## config.mk

```make
export PLATFORM = sky130hd
export DESIGN_NAME = div_top
export DESIGN_NICKNAME = d
export VERILOG_FILES = /design/src/rtl/div_pkg.sv /design/src/rtl/div_datapath.sv /design/src/rtl/div_top.sv
export SDC_FILE = /design/constraint.sdc
export NUM_CORES = 1
export LEC_CHECK = 0
export ABC_AREA = 1
export CORE_MARGIN = 5
export CORE_UTILIZATION = 57
export CTS_BUF_LIST = sky130_fd_sc_hd__clkbuf_4
export DETAILED_ROUTE_END_ITERATION = 16
export PLACE_DENSITY = 0.88
export SLEW_MARGIN = 20
export SYNTH_ARGS = -nofsm -noshare
export SYNTH_HDL_FRONTEND = slang
export SYNTH_SLANG_ARGS = --single-unit
```

## constraint.sdc

```tcl
create_clock -name clk -period 2.02 [get_ports clk]
set_clock_uncertainty 0.05 [all_clocks]
set_input_delay 0.202 -clock clk [delete_from_list [all_inputs] [get_ports clk]]
set_output_delay 0.202 -clock clk [all_outputs]
set_load 0.1 [all_outputs]
```

## src/rtl/div_pkg.sv

```systemverilog
// Shared constants and FSM state encoding for the fixed-point divider.
package div_pkg;

  localparam int unsigned WIDTH = 10;
  localparam int unsigned FRAC  = 4;
  localparam int unsigned ITER  = WIDTH + FRAC;

  typedef logic [1:0] state_t;

  localparam state_t IDLE = 2'd0;
  localparam state_t CALC = 2'd1;
  localparam state_t DONE = 2'd2;

endpackage

```

## src/rtl/div_datapath.sv

```systemverilog
// Restoring shift-subtract datapath: remainder, dividend/quotient shift
// register, latched divisor and iteration counter.
module div_datapath #(
  parameter int unsigned WIDTH = div_pkg::WIDTH,
  parameter int unsigned FRAC  = div_pkg::FRAC
) (
  input  logic                    clk,
  input  logic                    rst,
  input  logic                    load_i,
  input  logic                    step_i,
  input  logic [WIDTH-1:0]        a_i,
  input  logic [WIDTH-1:0]        b_i,
  output logic [WIDTH+FRAC-1:0]   quo_o,
  output logic                    div_zero_o,
  output logic                    last_o
);

  localparam int unsigned ITERS = WIDTH + FRAC;
  localparam int unsigned CNT_W = $clog2(ITERS + 1);

  logic [WIDTH-1:0] rem_q, rem_d;
  logic [ITERS-1:0] dq_q, dq_d;
  logic [WIDTH-1:0] dvs_q, dvs_d;
  logic [CNT_W-1:0] cnt_q, cnt_d;

  logic [WIDTH:0]   rem_sh;
  logic [WIDTH-1:0] rem_diff;
  logic             ge;

  // Trial subtraction of the divisor from the shifted partial remainder.
  // The true difference is below the divisor, so the low WIDTH bits suffice.
  always_comb begin
    rem_sh   = {rem_q, dq_q[ITERS-1]};
    ge       = (rem_sh >= {1'b0, dvs_q});
    rem_diff = rem_sh[WIDTH-1:0] - dvs_q;
  end

  // Next-state: load operands, or perform one restoring iteration.
  // Dividend bits shift out of the top of dq while quotient bits enter below.
  always_comb begin
    rem_d = rem_q;
    dq_d  = dq_q;
    dvs_d = dvs_q;
    cnt_d = cnt_q;
    if (load_i) begin
      rem_d = '0;
      dq_d  = {a_i, {FRAC{1'b0}}};
      dvs_d = b_i;
      cnt_d = '0;
    end else if (step_i) begin
      rem_d = ge ? rem_diff : rem_sh[WIDTH-1:0];
      dq_d  = {dq_q[ITERS-2:0], ge};
      cnt_d = cnt_q + 1'b1;
    end
  end

  // Datapath registers with synchronous active-low reset.
  always_ff @(posedge clk) begin
    if (!rst) begin
      rem_q <= '0;
      dq_q  <= '0;
      dvs_q <= '0;
      cnt_q <= '0;
    end else begin
      rem_q <= rem_d;
      dq_q  <= dq_d;
      dvs_q <= dvs_d;
      cnt_q <= cnt_d;
    end
  end

  assign quo_o      = dq_q;
  assign div_zero_o = (dvs_q == '0);
  assign last_o     = (cnt_q == CNT_W'(ITERS - 1));

endmodule

```

## src/rtl/div_top.sv

```systemverilog
// Unsigned fixed-point divider: Q = floor((A << FRAC) / B), saturating,
// with divide-by-zero detection. FSM here, arithmetic in div_datapath.
module div_top #(
  parameter int unsigned WIDTH = div_pkg::WIDTH,
  parameter int unsigned FRAC  = div_pkg::FRAC
) (
  input  logic             clk,
  input  logic             rst,
  input  logic             start,
  input  logic [WIDTH-1:0] A,
  input  logic [WIDTH-1:0] B,
  output logic [WIDTH-1:0] Q,
  output logic             busy,
  output logic             valid,
  output logic             ov,
  output logic             dvz
);

  import div_pkg::*;

  localparam int unsigned ITERS = WIDTH + FRAC;

  state_t           state_q, state_d;
  logic [WIDTH-1:0] q_q, q_d;
  logic             valid_q, valid_d;
  logic             ov_q, ov_d;
  logic             dvz_q, dvz_d;

  logic             load, step, last, div_zero;
  logic [ITERS-1:0] quo_raw;
  logic             quo_ov;

  div_datapath #(
    .WIDTH (WIDTH),
    .FRAC  (FRAC)
  ) u_datapath (
    .clk        (clk),
    .rst        (rst),
    .load_i     (load),
    .step_i     (step),
    .a_i        (A),
    .b_i        (B),
    .quo_o      (quo_raw),
    .div_zero_o (div_zero),
    .last_o     (last)
  );

  assign quo_ov = |quo_raw[ITERS-1:WIDTH];

  // Control FSM. Results are registered one cycle after entering DONE, so
  // valid rises at k+15 for a real division and k+1 for a zero divisor.
  always_comb begin
    state_d = state_q;
    q_d     = q_q;
    valid_d = valid_q;
    ov_d    = ov_q;
    dvz_d   = dvz_q;
    load    = 1'b0;
    step    = 1'b0;
    case (state_q)
      CALC: begin
        step = 1'b1;
        if (last) state_d = DONE;
      end
      DONE: begin
        valid_d = 1'b1;
        dvz_d   = div_zero;
        ov_d    = !div_zero && quo_ov;
        if (div_zero)    q_d = '0;
        else if (quo_ov) q_d = '1;
        else             q_d = quo_raw[WIDTH-1:0];
      end
      default: state_d = IDLE;
    endcase
    // A start is honoured in IDLE and DONE and overrides the DONE update.
    if (start && (state_q == IDLE || state_q == DONE)) begin
      load    = 1'b1;
      q_d     = '0;
      valid_d = 1'b0;
      ov_d    = 1'b0;
      dvz_d   = 1'b0;
      state_d = (B == '0) ? DONE : CALC;
    end
  end

  // Control and result registers with synchronous active-low reset.
  always_ff @(posedge clk) begin
    if (!rst) begin
      state_q <= IDLE;
      q_q     <= '0;
      valid_q <= 1'b0;
      ov_q    <= 1'b0;
      dvz_q   <= 1'b0;
    end else begin
      state_q <= state_d;
      q_q     <= q_d;
      valid_q <= valid_d;
      ov_q    <= ov_d;
      dvz_q   <= dvz_d;
    end
  end

  assign Q     = q_q;
  assign busy  = (state_q == CALC);
  assign valid = valid_q;
  assign ov    = ov_q;
  assign dvz   = dvz_q;

endmodule

```

==> results of run 1 <==
==> timing repair <==
item / CTS / global route
setup buffers: 0 / 4
gates resized for setup: 0 / 8
endpoints found under the setup margin: 0 / 11
==> metal layers <==
metal | wire (µm) | vias up
met1 | 2938 | 1231
li1 | - | 1365
met4 | 132 | 0
met5 | 0 | -
met2 | 3082 | 84
met3 | 342 | 15
==> cell type report <==
cell class / instances / area, µm²
Fill cell: 373 / 1379
Timing Repair Buffer: 52 / 457.9
Multi-Input combinational cell: 275 / 1506
Tap cell: 67 / 83.83
Clock inverter: 3 / 25.02
Inverter: 46 / 172.7
Clock buffer: 5 / 37.54
Sequential cell: 53 / 1061
==> report_power, final <==
part	internal, W	total (W)	switching, W
Combinational	0.000328	0.000852	0.000524
Sequential	0.00111	0.00115	0.0000471
Clock	0.000143	0.000493	0.000350
Total	0.00158	0.00250	0.000921
==> metrics by stage <==
stage / total power, W / utilization / hold slack (ps)
3_3_place_gp: 0.001947 / 0.6758 / 404.2
4_1_cts: 0.002444 / 0.6890 / 321.1
5_1_grt: 0.002642 / 0.7081 / 338.7
6_report: 0.002499 / 0.7081 / 329.0
2_1_floorplan: 0.001750 / - / 286.9
3_5_place_dp: 0.001956 / 0.6758 / 410.2
==> flip-flops by register name (all words and copies together), names as in the netlist <==
signal / cells
valid: 1
ov: 1
Q: 10
state_q: 2
dvz: 1
u_datapath.dvs_q: 10
u_datapath.cnt_q: 4
u_datapath.rem_q: 10
u_datapath.quo_o: 14
==> layout by cell type (no fill, tap or decap), types with 3 or more instances in the layout <==
master and count:
o21ai_0 15, clkbuf_4 5, a21oi_1 35, ha_4 4
buf_4 29, ha_1 7, inv_1 45, xor2_1 4
nand3_1 23, nor2_1 32, dfxtp_1 53, nand4_1 10
nand3b_1 3, clkdlybuf4s50_1 22, o211ai_1 11, a31oi_1 9
nand2_1 101
==> kinds of logic (layout without fill, tap and decap cells) <==
| group | after synthesis | after routing | share of synthesized area |
|---|---|---|---|
| simple gates | 183 | 183 | 0.2923 |
| buf+inv | 64 | 106 | 0.09411 |
| xor+xnor | 6 | 6 | 0.01900 |
| fa+ha+maj | 13 | 13 | 0.06154 |
| compound gates | 73 | 73 | 0.1493 |
| flops | 53 | 53 | 0.3837 |
==> synthesized netlist by cell type, drive strengths merged <==
master and n:
nand2 105, dfxtp 53, inv 45, a21oi 35, nor2 34, nand3 23
o21ai 15, ha 12, clkbuf 11, o211ai 11, nand4 10, a31oi 9
buf 7, nor3 4, xor2 4, nand3b 3, nor4 2, o21a 2
xnor2 2, a221oi 1, and2 1, clkinv 1, fa 1, or2 1
==> worst max-delay path: stages, from the launching register on <==
cell and delay [ps]:
dfxtp_1 380, inv_1 50, ha_2 370, nand3_1 100, nand2_1 120, nand2_1 60
nand2_1 130, nand2_4 120, buf_4 160, nand4_1 70, nand2_1 60, nor2_1 90
nor2_1 40
==> how the worst min path moves through the flow <==
stage                     cells after the start  slack [ps]                  end
after global placement                        2         400  u_datapath.cnt_q[3]
after global routing                          3         340  u_datapath.dvs_q[3]
after detailed placement                      2         410                 Q[4]
final                                         3         330  u_datapath.quo_o[6]
after floorplan                               2         290  u_datapath.dvs_q[0]
after CTS                                     3         320  u_datapath.quo_o[6]
==> metrics.txt, run 1 <==
run status completed; # placed instances 489; synth top area cells dfxtp_1, nand2_1, a21oi_1; Routed Antenna Nets 0; layout cells sized above 1 0.1198; synth warn 0; synthesized cell area 2765 µm²; Max Fclk 531.4 MHz; DIE WIDTH 79.65 µm; Placed Area 3192 µm²; hold wc startpoint A[2]; iteration count of the initial detailed-routing pass 4; final cell count without fillers 501; Setup TNS 0 ps; critical path required time 2250 ps; WP data arrival 2110 ps; Max Root-Sink Buffers 2; IO buf count 36; Post-Synthesis Cells 392; CP Class reg -> reg; die height 79.65 µm; clk sinks 53; global-route layer with the greatest usage met2; Yosys reg bits 53; Crit. End Element register; grt ovf 0; setup ws final 138.2 ps; Max Cap Viol 0; Slew Viols, Final 0; Worst Tran Pin Value 502.5 ps; routed len/inst 12.96 µm; Yosys top cell area share 0.3837; GPL Wtd Cong 1.010; CTS tree yes; Crit Path Max Fanout 7; CTS H-tree depth 2; first-pass GRT wire length 10.89 mm; final wirelength 6.495 mm; pre-CTS setup slack 103.6 ps; Vias/cell 5.379; design area 3344 µm²; initial antenna violation count 0; post-synth cell types 31; final setup violation count 0; Initial DRC Count 274; largest area contributor in the synthesized netlist dfxtp_1; syn avg cell area 7.054 µm²; I/O Pins 37; Diodes inserted 0; Setup crit end u_datapath.rem_q[8]; nets@finish 469; FF-to-FF End u_datapath.rem_q[8]; DR vias 2695; Initial Util 0.5854; Rows 25; Worst setup startpoint u_datapath.dvs_q[2]; largest net degree at the start of global routing 38; Hold Path Class in -> reg; post-synth net total 428; hold_buf cts 0; total CTS buffers 5; GRT Util Overall 0.2131; Tmin final 1882 ps; Period Utilization, post-route 0.9316; R2R setup slack 140 ps; register area share after synthesis 0.3837; Worst-Skew Late Latency 370 ps; vias in the first global route 2424; GR Util met3 0.03950; core box area 4723 µm²; clock root buffer clkbuf_4; # DRC 0; worst rel slew slack 0.6641; post-DP HPWL 4.859 mm; Worst Reg-to-Reg Cells 12; M1 GR Usage 0.2905; global-route met2 utilization 0.3431; Worst setup SP type register; clock-pin slew on the worst setup and hold paths 170 ps; Pleak 1.464 nW; Hold Vio Cnt, Final 0; r2r startpoint u_datapath.dvs_q[2]; pwr/cell area 747.1 nW/µm²; worst ir drop on vdd 0.4509 mV; DIE AREA 6344 µm²; Layout area overhead 20.95%
Note: power is estimated with default switching activity, not from simulation.
==> run 2: changes to the inputs <==
SKIP_CTS_REPAIR_TIMING = 1   (was not set)
==> results of run 2 <==
Final layout, timing and power as in run 1 (identical DEF).
==> run 3: changes to the inputs <==
--- a/config.mk
+++ b/config.mk
@@ -7,4 +7,5 @@
 export LEC_CHECK = 0
 export ABC_AREA = 1
+export CORE_ASPECT_RATIO = 0.75
 export CORE_MARGIN = 5
 export CORE_UTILIZATION = 57
--- a/constraint.sdc
+++ b/constraint.sdc
@@ -3,3 +3,3 @@
 set_input_delay 0.202 -clock clk [delete_from_list [all_inputs] [get_ports clk]]
 set_output_delay 0.202 -clock clk [all_outputs]
-set_load 0.1 [all_outputs]
+set_load 0.01 [all_outputs]
==> run 3 against run 2 <==
  * Total power is 3.4% lower
  * Utilization down 0.41 points
  * Final cell count down 1.6%
  * Critical endpoint is now u_datapath.rem_q[4]
==> metrics.txt, run 3 (synthesized netlist as in run 1, its figures left out) <==
run status completed; final wirelength 6.539 mm; CP dominant cell by count inv_1; IO buf count 36; highest-count cells in the layout ignoring fill and taps nand2_1, dfxtp_1, inv_1, clkdlybuf4s50_1, a21oi_1; grt ovf 0; initial antenna violation count 0; final setup violation count 0; Worst setup SP type register; Worst Tran Pin Value 464.1 ps; post-DP HPWL 4.903 mm; # placed instances 482; Vias/cell 5.511; CP Class reg -> reg; GPL Wtd Cong 1.017; worst rel slew slack 0.6897; Hold Path Class in -> reg; pwr/cell area 715.7 nW/µm²; slowest cell delay on critical path 370 ps; Initial DRC Count 212; Max Root-Sink Buffers 2; critical path required time 2260 ps; DIE AREA 6359 µm²; I/O Pins 37; DIE WIDTH 90.43 µm; clock root buffer clkbuf_4; largest net degree at the start of global routing 27; DR vias 2717; Initial Util 0.5773; nets@finish 468; routed len/inst 13.26 µm; most common cell after layout, fill and taps aside nand2_1; GRT Util Overall 0.2043; vias in the first global route 2452; Slew Viols, Final 0; Period Utilization, post-route 0.9466; layout cells sized above 1 0.09469; Max stage delay cell, worst path dfxtp_2; core box area 4790 µm²; worst ir drop on vdd 0.4858 mV; number of flip-flops in the largest register 14; Design Power 0.002413 W; Routed Antenna Nets 0; clock-pin slew on the worst setup and hold paths 150 ps; Diodes inserted 0; Hold Vio Cnt, Final 0; WP data arrival 2150 ps; first-pass GRT wire length 10.91 mm; Tmin final 1912 ps; crit-path cells inv_1, ha_1, inv_1, nor3_1, nand2_4, buf_4, nand4_1, nand3_1, nand2_1, inv_1; total CTS buffers 5; Rows 22; Max Cap Viol 0; Layout area overhead 21.95%; # DRC 0; Pleak 1.425 nW; Setup TNS 0 ps; Crit. End Element register; CTS H-tree depth 2; Crit Path Max Fanout 6; final cell count without fillers 493; Fill cells 407; die height 70.32 µm; clk sinks 53; CTS tree yes; Worst-Skew Late Latency 360 ps; Max Fclk 523.0 MHz; iteration count of the initial detailed-routing pass 5
-- run 3: final timing paths --
check                       from             endpoint  slack (ps)  cells past startpoint
max reg2reg  u_datapath.dvs_q[9]  u_datapath.rem_q[4]         110                     10
min                         B[2]  u_datapath.dvs_q[2]         320                      3
min reg2reg                 Q[9]                 Q[9]         420                      2
max          u_datapath.dvs_q[9]  u_datapath.rem_q[4]         110                     10
-- run 3: worst max-delay path, delay by kind of cell (launching register included) --
family / cells / cell delay (ps)
DFF: 1 / 370
and+or+nand+nor: 5 / 720
buffers and inverters: 4 / 340
adders and majority gates: 1 / 350
-- run 3: where the power goes --
| group | switching [W] | total (W) | leakage, nW | internal [W] |
|---|---|---|---|---|
| clock network | 0.000328 | 0.000493 | 0.0324 | 0.000165 |
| registers | 0.0000476 | 0.00115 | 0.433 | 0.00111 |
| logic | 0.000447 | 0.000766 | 0.959 | 0.000319 |
-- run 3: layer usage --
metal	part of all wire	up-vias	track usage
met5	0	-	0
met4	0.0064	0	0.04463
met3	0.061	8	0.05705
met2	0.46	103	0.3231
met1	0.47	1236	0.2781
li1	-	1370	-
-- run 3: layout make-up --
| type | instances | area (µm²) | area share |
|---|---|---|---|
| Multi-Input combinational cell | 275 | 1526 | 0.4527 |
| Clock inverter | 1 | 7.507 | 0.002226 |
| Timing Repair Buffer | 51 | 473.0 | 0.1403 |
| Sequential cell | 53 | 1065 | 0.3158 |
| Inverter | 46 | 172.7 | 0.05121 |
| Tap cell | 60 | 75.07 | 0.02226 |
| Clock buffer | 7 | 52.55 | 0.01558 |
-- run 3: metrics by stage --
stage	hold WS, ps	worst slack, ps	utilization	cell area (µm²)
after floorplan	286.9	308.6	-	2765
after global placement	402.5	123.9	0.6693	3206
after detailed placement	403.0	110.5	0.6693	3206
after CTS	327.3	88.84	0.6818	3266
after global routing	319.8	-17.42	0.7040	3372
final	320.0	107.9	0.7040	3372
